$ cat src/rtl/mcu_clk_ctrl_pkg.sv
// mcu_clk_ctrl_pkg: shared mode/display typedefs for the MCU clock-enable sequencer
package mcu_clk_ctrl_pkg;
  typedef enum logic [1:0] {RUN = 2'd0, SLOW = 2'd1, STEP = 2'd2} mode_t;
  typedef enum logic [1:0] {SHOW_MCU = 2'd0, SHOW_ADDR = 2'd1, SHOW_RDATA = 2'd2} show_sel_t;
  function automatic show_sel_t toggle_show(show_sel_t s);
    return (s == SHOW_ADDR) ? SHOW_RDATA : SHOW_ADDR;
  endfunction
endpackage

$ cat src/rtl/mcu_clk_ctrl_key.sv
// key_debounce: 2-flop synchroniser, stable-level debounce and press pulse for one active-low key
module key_debounce #(
  parameter int DEBOUNCE_CYCLES = 500000
) (
  input  logic clk,
  input  logic reset_n,
  input  logic key_n,
  output logic level,
  output logic press
);
  localparam int CW = $clog2(DEBOUNCE_CYCLES + 1);
  logic          r_sync1;
  logic          r_sync2;
  logic [CW-1:0] r_cnt;
  logic          w_done;
  assign w_done = r_cnt == CW'(DEBOUNCE_CYCLES - 1);
  always_ff @(posedge clk) begin
    if (!reset_n) begin
      r_sync1 <= 1'b1;
      r_sync2 <= 1'b1;
      r_cnt   <= '0;
      level   <= 1'b1;
      press   <= 1'b0;
    end else begin
      r_sync1 <= key_n;
      r_sync2 <= r_sync1;
      press   <= 1'b0;
      if (r_sync2 == level) r_cnt <= '0;
      else if (w_done) begin
        r_cnt <= '0;
        level <= r_sync2;
        press <= ~r_sync2;
      end else r_cnt <= r_cnt + 1'b1;
    end
  end
endmodule

$ cat src/rtl/mcu_clk_ctrl.sv
// mcu_clk_ctrl: RUN/SLOW/STEP clock-enable sequencer and display-source select for the YRV MCU
module mcu_clk_ctrl
  import mcu_clk_ctrl_pkg::*;
#(
  parameter int DEBOUNCE_CYCLES = 500000,
  parameter int SLOW_DIV        = 8388608
) (
  input  logic        clk,
  input  logic        reset_n,
  input  logic        key_mode,
  input  logic        key_step,
  input  logic        key_disp,
  output logic        mcu_ce,
  output logic [1:0]  mode,
  output logic [1:0]  show_sel,
  output logic [15:0] step_count
);
  localparam int DW = $clog2(SLOW_DIV);
  mode_t         r_mode;
  show_sel_t     r_show;
  logic [DW-1:0] r_div;
  logic          w_div_end;
  logic          w_mode_p;
  logic          w_step_p;
  logic          w_disp_p;
  key_debounce #(.DEBOUNCE_CYCLES(DEBOUNCE_CYCLES)) u_key_mode (
    .clk(clk), .reset_n(reset_n), .key_n(key_mode), .level(), .press(w_mode_p));
  key_debounce #(.DEBOUNCE_CYCLES(DEBOUNCE_CYCLES)) u_key_step (
    .clk(clk), .reset_n(reset_n), .key_n(key_step), .level(), .press(w_step_p));
  key_debounce #(.DEBOUNCE_CYCLES(DEBOUNCE_CYCLES)) u_key_disp (
    .clk(clk), .reset_n(reset_n), .key_n(key_disp), .level(), .press(w_disp_p));
  assign mode      = r_mode;
  assign show_sel  = r_show;
  assign w_div_end = r_div == DW'(SLOW_DIV - 1);
  // a mode press pre-empts any step/disp press seen in the same cycle
  always_ff @(posedge clk) begin
    if (!reset_n) begin
      r_mode     <= RUN;
      r_show     <= SHOW_MCU;
      r_div      <= '0;
      mcu_ce     <= 1'b0;
      step_count <= '0;
    end else begin
      r_div <= '0;
      if (mcu_ce && r_mode != RUN) step_count <= step_count + 16'd1;
      case (r_mode)
        RUN: begin
          mcu_ce <= ~w_mode_p;
          if (w_mode_p) begin
            r_mode     <= SLOW;
            r_show     <= SHOW_ADDR;
            step_count <= '0;
          end
        end
        SLOW: begin
          if (w_mode_p) begin
            r_mode <= STEP;
            mcu_ce <= 1'b0;
          end else begin
            r_div  <= w_div_end ? '0 : r_div + 1'b1;
            mcu_ce <= w_div_end;
            r_show <= w_disp_p ? toggle_show(r_show) : r_show;
          end
        end
        STEP: begin
          if (w_mode_p) begin
            r_mode <= RUN;
            r_show <= SHOW_MCU;
            mcu_ce <= 1'b1;
          end else begin
            mcu_ce <= w_step_p;
            r_show <= w_disp_p ? toggle_show(r_show) : r_show;
          end
        end
        default: begin
          r_mode <= RUN;
          r_show <= SHOW_MCU;
          mcu_ce <= 1'b1;
        end
      endcase
    end
  end
endmodule

$ cat config.mk
export PLATFORM = sky130hd
export DESIGN_NAME = mcu_clk_ctrl
export DESIGN_NICKNAME = d
export VERILOG_FILES = /design/src/rtl/mcu_clk_ctrl_pkg.sv /design/src/rtl/mcu_clk_ctrl_key.sv /design/src/rtl/mcu_clk_ctrl.sv
export SDC_FILE = /design/constraint.sdc
export NUM_CORES = 1
export LEC_CHECK = 0
export ABC_AREA = 1
export CELL_PAD_IN_SITES_DETAIL_PLACEMENT = 0
export CELL_PAD_IN_SITES_GLOBAL_PLACEMENT = 2
export CORE_MARGIN = 4
export CORE_UTILIZATION = 31
export DETAILED_ROUTE_END_ITERATION = 7
export PLACE_DENSITY = 0.72
export SETUP_SLACK_MARGIN = 0.05
export SYNTH_ARGS = -nofsm -noshare
export SYNTH_HDL_FRONTEND = slang
export SYNTH_HIERARCHICAL = 1
export SYNTH_SLANG_ARGS = --single-unit
$ cat constraint.sdc
create_clock -name clk -period 1.3 [get_ports clk]
set_input_delay 0.13 -clock clk [delete_from_list [all_inputs] [get_ports clk]]
set_output_delay 0.13 -clock clk [all_outputs]
set_load 0.005 [all_outputs]
Word level (Yosys, flattened, before mapping)
Cells that the tools add are included.
Cells by class
  bitwise operators: 12
  add/sub/neg operators: 5
  reduce and logical (&&, ||, !) cells: 15
  multiplexer cells: 15
  eq/ne operators: 14
Operators with widths (number)
  19-bit by 1-bit adder with 19-bit output (second input constant): 3
  19-bit equality test (second input constant): 3
  16-bit 2-to-1 mux: 3
  23-bit by 1-bit adder with 23-bit output (second input constant): 1
  23-bit equality test (second input constant): 1
  3-bit OR reduction: 6
  16-bit by 1-bit adder with 16-bit output (second input constant): 1
  2-bit 2-to-1 mux: 7
  1-bit NOT: 12
  2-bit one-hot mux with 3 select lines: 2
  2-bit AND reduction: 4
  2-bit by 1-bit != test with 1-bit output (second input constant): 3
  2-bit by 1-bit equality test with 1-bit output (second input constant): 2
  4-bit OR reduction: 1
  1-bit equality test: 3
  1-bit one-hot mux with 3 select lines: 1
  3-bit AND reduction: 1
  2-bit equality test (second input constant): 1
  2-bit logical NOT: 1
  1-bit 2-to-1 mux: 2
  2-bit != test (second input constant): 1
  2-bit nonzero test: 1
  1-bit logical AND: 1
Storage, ports and cells
  flip-flop bits (word level): 113
  output and inout bits: 21
  bits of input ports: 5
  logic and storage cells: 81

Longest topological paths before layout
Gate-level depths: netlist (run 1).
  depth in word-level cells: 5
  mapped depth: 9
  depth with buffers taken out: 9

Cells and area by module
Netlist (run 1), hierarchy kept.
Modules (own cells, without submodules)
  key_debounce: times used 3, sequential area each 460.4 µm², cells each 168, area an instance 1178.6 µm²
  mcu_clk_ctrl: times used 1, sequential area each 880.8 µm², cells each 330, area an instance 2301.0 µm²

Worst setup path before layout (run 1)
OpenSTA, ideal clock, no wires.
  kind: reg2reg
  from: register r_div[0]
  to: register r_div[11]
  path buffers: 1
  period minus slack after synthesis: 1.433 ns
  cell stages (with the launch flop): 10
  data arrival time: 1.318 ns
  setup slack: -0.133 ns
  setup time: 0.115 ns
  required time: 1.185 ns
  path through: dfxtp_1 > ha_1 > inv_2 > nor2_4 > nand2_2 > nor2_1 > nand2_1 > nand3_4 > buf_12 > nor2_2
Between the ends
  cells in the longest elaborated chain, start to end: 2
Ends and longest elaborated chain
  start, declared: line mcu_clk_ctrl.sv:21  | logic [DW-1:0] r_div;
  start signal, assigned: line mcu_clk_ctrl.sv:60  | r_div <= w_div_end ? '0 : r_div + 1'b1;
  parallel branches: the longest is 2 deep, another holds 23-bit by 1-bit adder with 23-bit output
Parallel ways; which one is timed is not known.
A chain may end at the register's enable or synchronous reset.

Worst setup path in the final report (run 1)
  from: register r_div[0]
  to: register r_div[2]
The elaborated chain is that of the path after synthesis.

==> results of run 1 <==
==> worst min-delay path, delay by kind of cell <==
kind	cells	cell delay (ns)
buffers and inverters	2	0.44
and+or+nand+nor	1	0.04
==> per-layer routing <==
layer,track usage,up-vias,wire length [um]
li1,-,3015,-
met1,0.178,2667,7010
met2,0.261,69,8260
met3,0.0405,9,451
met4,0.0437,0,139
met5,0,-,0
==> metrics by stage <==
step | TNS (ns) | utilization | std cells | worst slack, ns
CTS | -2.00 | 0.485 | 1287 | -0.126
global placement | -20.05 | 0.412 | 1223 | -0.288
global route | -8.28 | 0.523 | 1293 | -0.185
floorplan | 0 | - | 834 | 0.0276
detailed placement | -23.90 | 0.412 | 1223 | -0.320
finish | -2.52 | 0.523 | 1293 | -0.0783
==> worst max path at each step <==
stage,end,slack [ns]
CTS,r_div[2],-0.13
finish,r_div[2],-0.08
detailed placement,step_count[8],-0.32
global placement,step_count[8],-0.29
floorplan,u_key_disp/r_cnt[3],0.03
global route,mcu_ce,-0.18
==> synth_stat cells, types with 2 or more instances <==
cell type	instances	area [um2]
nor2_1	149	559
xnor2_1	10	87.6
nand4_1	20	125
clkinv_2	3	15.0
nand2_1	208	781
nand3_2	4	40.0
xor2_1	37	324
nor3_1	13	65.1
a21oi_2	6	52.6
nor2_4	12	135
ha_1	5	62.6
dfxtp_1	113	2260
inv_4	3	18.8
inv_2	4	15.0
o21bai_1	2	15.0
or2_2	4	25.0
buf_12	5	100
nand2_2	5	31.3
nand3_1	49	245
o21ai_1	4	20.0
o21ai_0	11	55.1
inv_1	97	364
a21oi_1	16	80.1
or2_0	3	18.8
nor2_2	46	288
==> sequential cells by signal, indices dropped and copies added (netlist names), 2 cells and up <==
signal	flops
u_key_mode/r_cnt	19
show_sel	2
mode	2
r_div	23
u_key_step/r_cnt	19
u_key_disp/r_cnt	19
step_count	16
==> kinds of logic after synthesis <==
| kind of cell | share of synthesized area |
|---|---|
| AOI/OAI and AO/OA | 0.0407 |
| xor gates and xnor gates | 0.0705 |
| adders and majority gates | 0.0107 |
| buffers and inverters | 0.0892 |
| DFF | 0.388 |
| and+or+nand+nor | 0.401 |
==> area by class of cell <==
cell class              count  area (um2)  share of cell area
repair inverters            3        48.8             0.00512
repair buffers            201        1660               0.175
multi-input cells         608        4060               0.427
clock inverters             9         153              0.0160
well taps                 229         287              0.0301
inverters                 107         459              0.0482
flip-flops and latches    113        2360               0.248
clock buffers              23         488              0.0512
==> where the power goes <==
part	internal, mW	total (mW)	leakage, nW	switching (mW)
clock network	3.40	5.03	0.305	1.63
logic	0.0729	0.167	2.29	0.0938
registers	3.46	3.47	0.946	0.00898
==> repair_timing <==
item                       in CTS  in global routing
setup endpoints to repair     115                110
gates resized for setup       165                206
setup buffers                  29                 11
pin swaps                      56                 51
cloned                          5                  0
==> results.sh, run 1 <==
export IMPL_clk_latency_ns=0.41
export IMPL_worstPathCellList="ha_4 > inv_4 > nor2_4 > nand2_2 > nor2_1 > nand2_1 > nand3_4 > buf_12 > nor2_4"
export IMPL_leakage_nw=3.54
export IMPL_critical_path_class="reg -> reg"
export IMPL_cp_depth=9
export IMPL_fin_ws_ns=-0.0783
export IMPL_die_width_um=145
export IMPL_drt_pass1_iterations=5
export IMPL_fin_nets=1061
export IMPL_max_slew_margin_rel=0.704
export IMPL_start_util=0.321
export IMPL_synth_edf_count=0
export IMPL_rows=49
export IMPL_mostFrequentLayoutCells="nand2_1 (175), buf_4 (153), inv_1 (91), nor2_1 (82), nor2_4 (71)"
export IMPL_drtIter0Drc=199
export IMPL_grt_overflow_total=0
export IMPL_cp_top_family="simple AND/OR/NAND/NOR gates"
export IMPL_path_buf_inv=2
export IMPL_reg2reg_to="r_div[2]"
export IMPL_grt_pass1_vias=5700
export IMPL_async_flop_share=0
export IMPL_yosysWarnings=6
export IMPL_p_total_mw=8.67
export IMPL_grt_setup_unrepaired="true"
export IMPL_ys_seq_area_frac=0.388
export IMPL_max_freq_ghz=0.726
export IMPL_ir_drop_mv=0.894
export IMPL_setup_viol=63
export IMPL_rrSetupSlack_ns=-0.08
export IMPL_worstPathArrival_ns=1.68
export IMPL_outcome="finished, violations left"
export IMPL_fin_crit_sh=1.06
export IMPL_antenna_found_initial=0
export IMPL_worstHoldStart="key_step"
export IMPL_required_ns=1.60
export IMPL_dp_hpwl_mm=10.8
export IMPL_rr_worst_depth=9
export IMPL_h_tree_depth=4
export IMPL_grt_max_degree=17
export IMPL_syn_area_per_cell_um2=7.00
export IMPL_cts_hold_buf=0
export IMPL_min_period_ns=1.38
export IMPL_ys_dominant_reg_cell="dfxtp_1"
export IMPL_port_buffers=25
export IMPL_boundaryPins=26
export IMPL_vias=5760
export IMPL_critPathMaxStageDelay_ns=0.35
export IMPL_layout_drive_gt1_share=0.492
export IMPL_fillerInstances=1718
export IMPL_violations="setup timing"
export IMPL_fp_dieH_um=145
export IMPL_area_growth_pct=63.2
export IMPL_cp_end_kind="flop"
export IMPL_powerDensity_mw_per_mm2=910
export IMPL_cts_num_sinks=113
export IMPL_drc_errors=0
export IMPL_yosys_register_bits=113
export IMPL_wire_per_inst_um=12.3
export IMPL_hold_slack_ns=0.239
export IMPL_clk_path_buf_depth=2
export IMPL_drt_wl_total_mm=15.9
export IMPL_syn_area_mm2=0.00584
export IMPL_cts_root_buf="clkbuf_16"
export IMPL_gp_congestion=0.802
export IMPL_hold_viol=0
export IMPL_grt_usage=0.149
export IMPL_grt_pass1_wl_mm=26.1
export IMPL_viasPerCell=4.45
export IMPL_whs_path_depth=3
export IMPL_hp_class="in -> reg"
export IMPL_num_antenna_cells=0
export IMPL_cts_tree="built"
export IMPL_fp_coreArea_mm2=0.0182
export IMPL_cts_buffers=17
export IMPL_min_to="u_key_step/r_sync1"
export IMPL_fin_skew_ns=0.00677
export IMPL_stdcell_area_mm2=0.00952
export IMPL_yosysUniqueCellTypes=30
export IMPL_critPathSlowestCell="dfxtp_2"
export IMPL_tightestPinTransition_ns=0.441
export IMPL_clkTransAtPathRegs_ns=0.05
export IMPL_ant_nets=0
export IMPL_crit_path_max_fanout=7
export IMPL_r2r_start="r_div[0]"
export IMPL_finalMaxSlewViolations=0
export IMPL_place_area_mm2=0.00750
export IMPL_syn_num_nets=844
export IMPL_final_common_cell="nand2_1"
export IMPL_cp_start_kind="flop"
export IMPL_die_area_mm2=0.0211
export IMPL_timing_critical_path_from="r_div[0]"
export IMPL_drv_cap=0
export IMPL_crit_top_cell="nor2_4"
export IMPL_netlist_instances=834
(Power assumes the default switching activity.)
==> run 2: changes to the inputs <==
- SETUP_SLACK_MARGIN: 0.05 -> 0.5
==> run 2 against run 1 <==
  * The run still ends with setup timing left
  * Cell count up 1.4%
  * Utilization up 2.0 points
  * Hold slack better by 0.0075 ns
  * Critical path depth is 2 lower
  * Fmax is 0.41% higher
  * Global-route usage increased by 0.21 points
==> results.sh, run 2 (same netlist as run 1, synthesis figures left out) <==
export IMPL_outcome="finished, violations left"
export IMPL_violations="setup timing"
export IMPL_rows=49
export IMPL_ant_nets=0
export IMPL_drc_errors=0
export IMPL_grt_pass1_wl_mm=26.3
export IMPL_required_ns=1.64
export IMPL_vias=5803
export IMPL_viasPerCell=4.43
export IMPL_drt_wl_total_mm=16.0
export IMPL_hp_class="in -> reg"
export IMPL_cts_num_sinks=113
export IMPL_grt_overflow_total=0
export IMPL_cts_root_buf="clkbuf_16"
export IMPL_die_area_mm2=0.0211
export IMPL_max_freq_ghz=0.729
export IMPL_clk_latency_ns=0.42
export IMPL_drv_cap=0
export IMPL_clkTransAtPathRegs_ns=0.06
export IMPL_fp_dieH_um=145
export IMPL_fin_skew_ns=0.00900
export IMPL_die_width_um=145
export IMPL_p_total_mw=8.49
export IMPL_fin_crit_sh=1.06
export IMPL_mostFrequentLayoutCells="nand2_1 (169), buf_4 (156), inv_1 (84), nor2_1 (82), nor2_4 (74)"
export IMPL_h_tree_depth=4
export IMPL_cts_hold_buf=0
export IMPL_antenna_found_initial=0
export IMPL_worstPathCellList="ha_4 > inv_2 > nor2_4 > buf_6 > nand3_2 > or2_1 > a21oi_2"
export IMPL_max_slew_margin_rel=0.743
export IMPL_critPathMaxStageDelay_ns=0.35
export IMPL_hold_viol=0
export IMPL_port_buffers=25
export IMPL_finalMaxSlewViolations=0
export IMPL_post_route_util=0.543
export IMPL_grt_setup_unrepaired="true"
export IMPL_drt_pass1_iterations=4
export IMPL_worstPathArrival_ns=1.72
export IMPL_num_antenna_cells=0
export IMPL_leakage_nw=3.73
export IMPL_fp_coreArea_mm2=0.0182
export IMPL_fin_tns_setup_ns=-2.21
export IMPL_cts_tree="built"
export IMPL_grt_pass1_vias=5781
export IMPL_crit_path_max_fanout=4
export IMPL_cp_end_kind="flop"
export IMPL_fillerInstances=1696
export IMPL_final_common_cell="nand2_1"
export IMPL_cts_buffers=17
export IMPL_fin_nets=1079
export IMPL_largest_reg_flops=23
export IMPL_dp_hpwl_mm=11.0
export IMPL_layout_drive_gt1_share=0.520
export IMPL_critical_path_class="reg -> reg"
export IMPL_start_util=0.321
export IMPL_ir_drop_mv=0.801
export IMPL_wire_per_inst_um=12.2
export IMPL_gp_congestion=0.812
export IMPL_grt_usage=0.151
export IMPL_drtIter0Drc=232
export IMPL_tightestPinTransition_ns=0.382
export IMPL_fin_cells=1311
export IMPL_min_period_ns=1.37
export IMPL_cp_start_kind="flop"
export IMPL_regMostFlops="r_div"
export IMPL_critPathSlowestCell="dfxtp_2"
export IMPL_boundaryPins=26
export IMPL_setup_viol=59
export IMPL_fin_ws_ns=-0.0726
export IMPL_powerDensity_mw_per_mm2=860
export IMPL_area_growth_pct=69.3
export IMPL_clk_path_buf_depth=2
export IMPL_place_inst=1220
export IMPL_grt_max_degree=17
==> run 2: path summary, 6_finish.rpt <==
check,endpoint,start,depth (start not counted),slack [ns]
max,r_div[12],r_div[0],7,-0.07
min,u_key_step/r_sync1,key_step,3,0.25
max reg2reg,r_div[12],r_div[0],7,-0.07
min reg2reg,u_key_step/r_sync2,u_key_step/r_sync1,2,0.40
==> run 2: metrics by stage <==
stage	worst slack, ns	hold WS [ns]	instance area, um2
global route	-0.158	0.243	9880
finish	-0.0726	0.247	9880
floorplan	0.0276	0.199	6100
CTS	-0.0456	0.226	9020
global placement	-0.213	0.387	7570
detailed placement	-0.257	0.387	7570
==> run 2: repair_timing <==
item	CTS	global route
pin swaps	57	54
endpoints found under the setup margin	128	128
resized for setup	255	177
cloned	4	1
buffers inserted	36	18
==> run 2: report_power, final <==
| part | internal (mW) | total, mW | switching (mW) |
|---|---|---|---|
| Sequential | 3.46 | 3.47 | 0.00917 |
| Combinational | 0.0716 | 0.173 | 0.102 |
| Clock | 3.21 | 4.85 | 1.64 |
==> run 2: area by class of cell <==
class                           count  area [um2]  share of cell area
Clock buffer                       22         485              0.0491
Inverter                          107         489              0.0495
Sequential cell                   113        2350               0.238
Clock inverter                     10         129              0.0130
Tap cell                          229         287              0.0290
Multi-Input combinational cell    608        4140               0.419
Timing Repair Buffer              219        1940               0.196
Timing Repair inverter              3        66.3             0.00671
==> run 2: critical path, delay by kind of cell, from the launching register on <==
family	cells	cell delay (ns)
compound gates	1	0.15
flops	1	0.35
simple gates	3	0.47
buf+inv	2	0.17
fa+ha+maj	1	0.17
==> run 2: layer usage <==
layer  wire [um]  global-route usage  vias up  part of all wire
met2        8280               0.262       63              0.52
met4         232              0.0541        0             0.014
li1            -                   -     3057                 -
met5           0                   0        -                 0
met3         446              0.0355       16             0.028
met1        7070               0.183     2667              0.44
==> run 3: changes to the inputs <==
- ABC_AREA: 1 -> not set
- CORE_UTILIZATION: 31 -> 34
==> run 3 against run 2 <==
  * The run still ends with setup timing left
  * Routed wire length decreased by 14%
  * Setup slack lost 0.50 ns
  * Utilization is 3.4 points higher
  * Power is 4.1% lower
  * Non-clock buffer count down 2
  * Combinational power fell by 20%
  * Fmax down 27%
  * Sequential share of layout area grew 4.0 points
  * Sequential cell count unchanged
  * Clock power fell by 6.2%
  * Critical path depth decreased by 2
  * Synthesized area decreased by 12%
  * Highest routed layer is now met5
==> results.sh, run 3 <==
export IMPL_hold_viol=0
export IMPL_cts_buffers=17
export IMPL_grt_setup_unrepaired="true"
export IMPL_clk_path_buf_depth=2
export IMPL_drv_cap=0
export IMPL_finalMaxSlewViolations=0
export IMPL_largest_reg_flops=23
export IMPL_yosysTopAreaCell="dfxtp_1"
export IMPL_layout_drive_gt1_share=0.473
export IMPL_dp_hpwl_mm=9.04
export IMPL_stdcell_area_mm2=0.00847
export IMPL_yosysMostFrequentCell="dfxtp_1"
export IMPL_clkTransAtPathRegs_ns=0.05
export IMPL_grt_pass1_vias=4933
export IMPL_h_tree_depth=4
export IMPL_cts_num_sinks=113
export IMPL_cp_start_kind="flop"
export IMPL_tightestPinTransition_ns=0.376
export IMPL_area_growth_pct=64.2
export IMPL_fin_nets=808
export IMPL_gp_congestion=0.784
export IMPL_yosysUniqueCellTypes=49
export IMPL_viasPerCell=5.02
export IMPL_violations="setup timing"
export IMPL_hp_class="in -> reg"
export IMPL_drtIter0Drc=184
export IMPL_leakage_nw=3.23
export IMPL_critical_path_class="reg -> reg"
export IMPL_setup_viol=96
export IMPL_ys_seq_area_frac=0.438
export IMPL_fp_dieH_um=131
export IMPL_drt_wl_total_mm=13.8
export IMPL_syn_area_per_cell_um2=8.96
export IMPL_yosysWarnings=6
export IMPL_final_common_cell="buf_4"
export IMPL_boundaryPins=26
export IMPL_yosys_register_bits=113
export IMPL_fp_coreArea_mm2=0.0147
export IMPL_place_area_mm2=0.00697
export IMPL_num_antenna_cells=0
export IMPL_seq_area_mm2=0.00235
export IMPL_ant_nets=0
export IMPL_ys_dominant_reg_cell="dfxtp_1"
export IMPL_die_area_mm2=0.0172
export IMPL_fin_skew_ns=0.00709
export IMPL_multi_input_area_mm2=0.00331
export IMPL_drc_errors=0
export IMPL_powerDensity_mw_per_mm2=962
export IMPL_fin_crit_sh=1.44
export IMPL_fin_cells=995
export IMPL_outcome="finished, violations left"
export IMPL_cp_end_kind="flop"
export IMPL_rrSetupSlack_ns=-0.57
export IMPL_port_buffers=25
export IMPL_ir_drop_mv=0.913
export IMPL_grt_usage=0.160
export IMPL_p_total_mw=8.15
export IMPL_min_period_ns=1.87
export IMPL_start_util=0.351
export IMPL_drt_pass1_iterations=4
export IMPL_synth_edf_count=0
export IMPL_regMostFlops="r_div"
export IMPL_fin_ws_ns=-0.573
export IMPL_grt_max_degree=20
export IMPL_mostFrequentLayoutCells="buf_4 (151), dfxtp_1 (74), nor2_1 (63), buf_6 (53), xnor2_1 (37)"
export IMPL_synthTopCellsByArea="dfxtp_1 (44%), xnor2_1 (6.8%), nor2_1 (5.7%)"
export IMPL_crit_path_max_fanout=9
export IMPL_clk_latency_ns=0.42
export IMPL_grt_overflow_total=0
export IMPL_grt_pass1_wl_mm=22.9
export IMPL_place_inst=927
export IMPL_fillerInstances=1292
export IMPL_cts_tree="built"
export IMPL_max_slew_margin_rel=0.747
export IMPL_syn_area_mm2=0.00516
export IMPL_netlist_instances=576
export IMPL_required_ns=1.60
export IMPL_antenna_found_initial=1
export IMPL_vias=4995
export IMPL_rows=44
export IMPL_max_freq_ghz=0.534
export IMPL_die_width_um=131
export IMPL_post_route_util=0.576
export IMPL_worstPathArrival_ns=2.18
export IMPL_async_flop_share=0
export IMPL_synthTopCellsByCount="dfxtp_1 (113), nor2_1 (78), xnor2_1 (40)"
export IMPL_cts_root_buf="clkbuf_16"
export IMPL_wire_per_inst_um=13.9
export IMPL_syn_num_nets=586
export IMPL_netlist_area_leader_share=0.438
-- run 3: cell type report --
class | count | area share
inverter | 19 | 0.0102
clock inverter | 11 | 0.0131
tap | 184 | 0.0272
timing repair buffer | 217 | 0.226
sequential | 113 | 0.277
clock buffer | 21 | 0.0555
multi-input combinational | 430 | 0.391
-- run 3: final timing paths --
check	cells after the start	startpoint	endpoint
max	5	u_key_disp/r_cnt[12]	u_key_disp/r_cnt[14]
min	2	key_mode	u_key_mode/r_sync1
max reg2reg	5	u_key_disp/r_cnt[12]	u_key_disp/r_cnt[14]
min reg2reg	1	u_key_step/r_sync1	u_key_step/r_sync2
-- run 3: cells by family after synthesis --
family | share of synthesized area
simple gates | 0.302
flops | 0.438
compound gates | 0.0914
xor+xnor | 0.114
buf+inv | 0.0349
fa+ha+maj | 0.0121
mux | 0.00776
-- run 3: routing by layer --
| metal | vias to the layer above | track usage | routed length (um) |
|---|---|---|---|
| met1 | 2395 | 0.194 | 6170 |
| met3 | 22 | 0.0581 | 466 |
| met2 | 43 | 0.267 | 6930 |
| met5 | - | 0 | 13 |
| li1 | 2533 | - | - |
| met4 | 2 | 0.0508 | 228 |
-- run 3: report_power, final --
group | leakage, nW | internal, mW | switching [mW]
logic | 2.00 | 0.0691 | 0.0698
registers | 0.936 | 3.45 | 0.0100
clock network | 0.292 | 2.94 | 1.61
-- run 3: metrics by stage --
stage | hold slack (ns) | TNS (ns) | setup WS (ns)
final | 0.283 | -35.97 | -0.573
after floorplan | 0.203 | -35.58 | -0.623
after global placement | 0.391 | -35.44 | -0.515
after detailed placement | 0.392 | -36.97 | -0.552
after CTS | 0.270 | -35.58 | -0.557
after global routing | 0.298 | -42.09 | -0.632
-- run 3: critical path, cell delays in order, from the launching register on --
cell and delay (ns):
dfxtp_1 0.30, or4_1 0.52, or4_4 0.46, o211ai_4 0.24, clkbuf_16 0.20, nor2_1 0.04
-- run 3: repair_timing --
action	4_1_cts	5_1_grt
hold buffers	0	0
pin swaps	32	18
gates cloned	1	1
gates resized for setup	185	67
setup endpoints to repair	128	128
buffers inserted	26	8
